File: config.mk
export PLATFORM = sky130hd
export DESIGN_NAME = id_exe
export DESIGN_NICKNAME = d
export VERILOG_FILES = /design/src/rtl/id_exe.sv
export SDC_FILE = /design/constraint.sdc
export NUM_CORES = 1
export LEC_CHECK = 0
export ABC_CLOCK_PERIOD_IN_PS = 3500
export BUFFER_PORTS_ARGS = -buffer_cell sky130_fd_sc_hd__buf_2
export CAP_MARGIN = 20
export CELL_PAD_IN_SITES_DETAIL_PLACEMENT = 0
export CELL_PAD_IN_SITES_GLOBAL_PLACEMENT = 1
export CORE_UTILIZATION = 35
export DETAILED_ROUTE_END_ITERATION = 12
export PLACE_DENSITY_LB_ADDON = 0.1
export SYNTH_ARGS = -nofsm -noshare
export SYNTH_HDL_FRONTEND = slang
export SYNTH_SLANG_ARGS = --single-unit
File: constraint.sdc
create_clock -name clk_i -period 3.5 [get_ports clk_i]
set_clock_uncertainty 0.1 [all_clocks]
set_input_delay 0.7 -clock clk_i [delete_from_list [all_inputs] [get_ports clk_i]]
set_output_delay 0.7 -clock clk_i [all_outputs]
set_load 0.05 [all_outputs]
File: src/rtl/id_exe.sv
// ID->EXE pipeline register for the 5-stage RV32I core.
// Captures decoded ID outputs, applies the flush/hold/bubble controls,
// feeds the load-use indication back to ID, and counts inserted bubbles.
module id_exe #(
  parameter int          ADDR_WIDTH  = 32,
  parameter int          DATA_WIDTH  = 32,
  parameter int          RADDR_WIDTH = 5,
  parameter logic [31:0] NOP_INST    = 32'h00000013,
  parameter int          CNT_WIDTH   = 16
) (
  input  logic                   clk_i,
  input  logic                   rst_i,
  input  logic                   stall_id_i,
  input  logic                   stall_exe_i,
  input  logic                   flush_i,
  input  logic [DATA_WIDTH-1:0]  inst_i,
  input  logic [ADDR_WIDTH-1:0]  inst_addr_i,
  input  logic [DATA_WIDTH-1:0]  op1_i,
  input  logic [DATA_WIDTH-1:0]  op2_i,
  input  logic                   reg_we_i,
  input  logic [RADDR_WIDTH-1:0] reg_waddr_i,
  output logic [DATA_WIDTH-1:0]  inst_o,
  output logic [ADDR_WIDTH-1:0]  inst_addr_o,
  output logic [DATA_WIDTH-1:0]  op1_o,
  output logic [DATA_WIDTH-1:0]  op2_o,
  output logic                   reg_we_o,
  output logic [RADDR_WIDTH-1:0] reg_waddr_o,
  output logic                   valid_o,
  output logic                   pre_inst_is_load_o,
  output logic [RADDR_WIDTH-1:0] exe_rd_o,
  output logic [CNT_WIDTH-1:0]   bubble_cnt_o
);

  localparam logic [6:0] OPC_LOAD = 7'b0000011;

  logic load_bubble;
  logic is_load;
  logic cnt_sat;

  // A bubble is loaded on a flush, or on an ID stall when EXE is free to advance.
  always_comb begin
    load_bubble = flush_i | (stall_id_i & ~stall_exe_i);
    is_load     = (inst_i[6:0] == OPC_LOAD) & reg_we_i & (reg_waddr_i != '0);
    cnt_sat     = (bubble_cnt_o == {CNT_WIDTH{1'b1}});
  end

  // Pipeline payload: reset/bubble to NOP state, hold on EXE stall, else capture.
  always_ff @(posedge clk_i) begin
    if (!rst_i || load_bubble) begin
      inst_o             <= NOP_INST[DATA_WIDTH-1:0];
      inst_addr_o        <= '0;
      op1_o              <= '0;
      op2_o              <= '0;
      reg_we_o           <= 1'b0;
      reg_waddr_o        <= '0;
      valid_o            <= 1'b0;
      pre_inst_is_load_o <= 1'b0;
    end else if (!stall_exe_i) begin
      inst_o             <= inst_i;
      inst_addr_o        <= inst_addr_i;
      op1_o              <= op1_i;
      op2_o              <= op2_i;
      reg_we_o           <= reg_we_i;
      reg_waddr_o        <= reg_waddr_i;
      valid_o            <= 1'b1;
      pre_inst_is_load_o <= is_load;
    end
  end

  // Saturating count of inserted bubbles.
  always_ff @(posedge clk_i) begin
    if (!rst_i) begin
      bubble_cnt_o <= '0;
    end else if (load_bubble && !cnt_sat) begin
      bubble_cnt_o <= bubble_cnt_o + 1'b1;
    end
  end

  // Bubbles clear reg_waddr_o, so the EXE rd is 0 whenever valid_o is 0.
  assign exe_rd_o = reg_waddr_o;

endmodule

# == Yosys cells after proc, flatten, opt, wreduce, memory -nomap -nowiden ==
# Index checks and enable logic that the tools add are counted.
# word_totals
register_bits,152
input_bits,139
out_inout_bits,157
elab_cells,22
# classes
add_sub_neg,1
eq_ne,2
bitwise,5
n_reduce_logical,5
# ops
cell,count
"adder 16 x 1 -> 16 bit, second input constant",1
"equality test 16 bit, second input constant",1
"equality test 7 x 2 -> 1 bit, second input constant",1
nonzero test 5 bit,1
AND 1 bit,3
logical NOT 1 bit,2
logical AND 1 bit,1
logical OR 1 bit,1
inverter 1 bit,1
OR 1 bit,1

# == Depth between registers and ports, before layout ==
# depth
depth_word,4
ltp_mapped,6

# == Worst setup path before layout ==
# Ideal clock, no wire load.
# synth_timing
path_type,register -> register
start,register bubble_cnt_o[7]
end,register bubble_cnt_o[13]
setup_time_ps,73
t_arrival_ps,1978
path_slack_ps,1349
stages_incl_launch_ff,5
path_buffers,0
period_less_slack_ps,2151
path_cell_list,dfxtp_1 nand4_2 or3_1 or4_1 a21oi_1
# synth_between
elab_chain_cells,3
# synth_lines
item,line_no,source
from (decl),31,output logic [CNT_WIDTH-1:0] bubble_cnt_o
from (signal assigned),75,bubble_cnt_o <= bubble_cnt_o + 1'b1;
branches (longest 3 deep; another with adder 16 x 1 -> 16 bit),n/a,
# Parallel ways; which one is timed is not known.
# A chain may end at the register's enable or synchronous reset.

# == Final worst setup path ==
# layout_timing
start,input port stall_exe_i
end,register inst_o[15]
# layout_between
elab_chain_cells,4
# layout_lines
item,line_no,source
from (decl),14,"input logic stall_exe_i,"
inverter 1 bit,42,load_bubble = flush_i | (stall_id_i & ~stall_exe_i);
AND 1 bit,42,
OR 1 bit,42,
logical OR 1 bit,49,if (!rst_i || load_bubble) begin
to (signal assigned),50,inst_o <= NOP_INST[DATA_WIDTH-1:0];
to (signal assigned),59,inst_o <= inst_i;
to (decl),22,"output logic [DATA_WIDTH-1:0] inst_o,"
# Several ways; a longest one is shown, not always the timed one.

==> results.py <==
metrics = {
    "grt": {
        "via_count_of_the_first_global_routing_pass": 4491,
        "antenna_violations_before_repair": 1,
        "track_usage": 0.1793,
        "grt_max_degree": 83,
        "grt_first_pass_wirelength_um": 22670,
        "overflow": 0,
    },
    "setup_path": {
        "critPathArrivalTime_ns": 2.30,
        "critical_path.startpoint_type": "primary input",
        "path_max_fanout": 62,
        "crit_family": "buffers and inverters",
        "worstPathCellList": "buf_6, buf_4, mux2i_1, nor2_1",
        "critical_path.max_stage_delay_ns": 0.82,
        "worst_setup_path_end_kind": "flip-flop",
        "worst-setup-path-type": "in -> reg",
        "cpMaxStageDelayCell": "sky130_fd_sc_hd__buf_4",
        "required_ns": 3.68,
        "worstPathBufferInverterCount": 2,
    },
    "clock_tree": {
        "cts-htree-levels": 4,
        "cts.root.buffer_cell": "sky130_fd_sc_hd__clkbuf_16",
        "cts.repair_timing.setup_buffer_count": 0,
        "cts-hold-fix-buffers": 0,
        "clk_pin_slew_worst_paths_ns": 0.06,
        "tritoncts.num_buffers": 17,
        "numClockSinks": 152,
        "tritoncts": "yes",
        "cts_max_path_buffers": 2,
        "post_cts_resized": 0,
        "clk-insertion-delay-late_ns": 0.42,
    },
    "timing": {
        "timing_max_transition_violations_final": 0,
        "report.final.setup_viol": 0,
        "final.period_utilization": 0.6067,
        "fin_tns_setup_ns": 0,
        "fin_crit_ns": 2.123,
        "rsz0062_at_grt": "no",
        "relSlewSlack": 0.2997,
        "worst_tran_pin_value_ns": 1.050,
        "fmaxAchievable_mhz": 470.9,
        "hold_viol": 0,
    },
    "final_layout": {
        "layout.cells.most_common": "sky130_fd_sc_hd__buf_2",
        "multi_input_area_um2": 2437,
        "final_core_util": 0.4984,
        "filler_cell_count": 1485,
        "layout.cells.most_common_list": "sky130_fd_sc_hd__buf_2, sky130_fd_sc_hd__dfxtp_1, sky130_fd_sc_hd__mux2i_1",
        "area.sequential_um2": 3043,
        "drive_gt1_frac": 0.3934,
        "nets": 976,
        "flow.area_growth_from_synthesis_pct": 39.68,
    },
    "yosys": {
        "synth_top_area_share": 0.5388,
        "synthAdderAreaFrac": 0.002215,
        "synthesis.area_um2": 5648,
        "synth_compound_gate_area_share": 0.03545,
        "yosys.area.top_type": "sky130_fd_sc_hd__dfxtp_1",
        "netlist_top_cells_area": "sky130_fd_sc_hd__dfxtp_1, sky130_fd_sc_hd__mux2i_1, sky130_fd_sc_hd__nor2_1, sky130_fd_sc_hd__clkbuf_1, sky130_fd_sc_hd__nand2_1",
        "synth-seq-cells": 152,
        "synth_top_family_by_area": "multiplexers",
        "post_synth_and_or_nand_nor_area_fraction": 0.1480,
        "synthDistinctLibCells": 40,
        "synth.yosys.warnings": 0,
        "parity_gate_share_of_the_synthesized_area_counting_xor_and_xnor_cells": 0,
        "fraction_of_synthesized_area_in_multiplexers": 0.2446,
        "synthesis.nets": 695,
        "seq_area_frac_synth": 0.5388,
        "synth_cells": 555,
        "synth_area_per_cell_um2": 10.18,
    },
    "detailed_routing": {
        "routed_via_density": 4.644,
        "antenna_violating_nets_post_route": 0,
        "drc": 0,
        "avgRoutedWirePerCell_um": 14.57,
        "first_pass_iters": 4,
        "number_of_drc_markers_in_iteration_0": 228,
        "num_vias": 4950,
        "drt-total-wl_um": 15530,
    },
    "die": {
        "top_level_ports": 296,
        "dieHeight_um": 129.0,
        "core_area_um2": 15830,
        "floorplan.initialDensity": 0.3568,
        "die_footprint_um2": 16650,
        "placement_rows": 46,
        "dieWidth_um": 129.0,
    },
    "pwr": {
        "peak_supply_drop_v": 0.0003269,
        "power.density_cell_area_nw_per_um2": 527.4,
        "cellLeakagePower_nw": 4.001,
    },
    "placed_design": {
        "port_buffers": 295,
        "final_gp_congestion": 0.7764,
        "dp_hpwl_um": 11220,
    },
    "flow_run": {
        "max_cap_viol_count": 0,
    },
    "status": {
        "outcome": "completed",
    },
    "min_path": {
        "kind_of_path_behind_the_tightest_hold_check": "reg -> reg",
    },
}
[power breakdown]
group	internal, mW	switching (mW)	leakage (nW)	total, mW
logic	0.170	0.320	2.49	0.490
clock network	1.15	0.723	0.280	1.87
registers	1.78	0.0239	1.23	1.80
[worst paths after layout]
path                    from         endpoint  slack (ns)  depth (start not counted)
max              stall_exe_i       inst_o[15]        1.38                          4
min                  valid_o          valid_o        0.35                          2
max reg2reg  bubble_cnt_o[3]  bubble_cnt_o[7]        1.39                          4
min reg2reg          valid_o          valid_o        0.35                          2
[state kept, by name, summed over array words and instances, names as in the netlist]
name / flops
bubble_cnt_o: 16
reg_we_o: 1
inst_o: 32
op2_o: 32
op1_o: 32
valid_o: 1
pre_inst_is_load_o: 1
inst_addr_o: 32
exe_rd_o: 5
[stage by stage]
step / cell area [um^2] / setup WS (ns) / power (mW) / instances / hold slack, ns
2_1_floorplan: 5648 / 1.349 / 2.175 / 555 / 0.5677
3_3_place_gp: 7274 / 0.9942 / 2.326 / 1033 / 0.3367
3_5_place_dp: 7274 / 0.9547 / 2.332 / 1033 / 0.3421
6_report: 7889 / 1.377 / 4.161 / 1066 / 0.3471
5_1_grt: 7889 / 1.236 / 4.317 / 1066 / 0.3825
4_1_cts: 7886 / 1.400 / 4.212 / 1065 / 0.3516
[worst reg2reg max path, stage by stage, from the launching register on]
cell and delay (ns):
sky130_fd_sc_hd__dfxtp_1 0.49, sky130_fd_sc_hd__nand3_2 0.30, sky130_fd_sc_hd__nor4_1 0.80, sky130_fd_sc_hd__nor4b_1 0.15, sky130_fd_sc_hd__mux2i_1 0.15
[cells by family (layout without fill, tap and decap cells)]
kind of cell    after synthesis  in the layout
compound gates               31             31
fa+ha+maj                     1              1
buf+inv                      40            334
flops                       152            152
mux                         138            138
other cells                   0              1
simple gates                193            193
[synth_stat cells, drive strengths merged]
library cell / instances
and4: 1
o41ai: 1
a21oi: 10
nor2b: 2
nand2: 14
or4: 3
dfxtp: 152
a31oi: 3
clkbuf: 22
inv: 2
clkinv: 1
o21ai: 5
o2111ai: 1
nor4b: 2
or2: 1
nand3: 7
nor4: 5
a21boi: 2
nand4: 3
buf: 15
nor3: 10
a211oi: 1
mux2i: 138
o31ai: 2
or3: 2
o211ai: 1
and3: 1
and2: 1
nand2b: 6
a41oi: 2
nor2: 135
o311ai: 1
ha: 1
a311oi: 1
a2111oi: 1
[layer usage]
| layer | wire (um) | up-vias | global-route usage |
|---|---|---|---|
| met3 | 1256 | 20 | 0.07143 |
| met5 | 0 | - | 0 |
| li1 | - | 2469 | - |
| met1 | 6344 | 2273 | 0.2017 |
| met2 | 7653 | 188 | 0.3052 |
| met4 | 274 | 0 | 0.06851 |
[cell type report]
| cell class | instances | area share |
|---|---|---|
| diodes | 1 | 0.0003172 |
| multi-input cells | 363 | 0.3090 |
| well taps | 216 | 0.03426 |
| flip-flops and latches | 152 | 0.3857 |
| repair buffers | 299 | 0.1918 |
| inverters | 3 | 0.001427 |
| clock inverters | 9 | 0.01443 |
| clock buffers | 23 | 0.06312 |
Note: power is estimated with default switching activity, not from simulation.
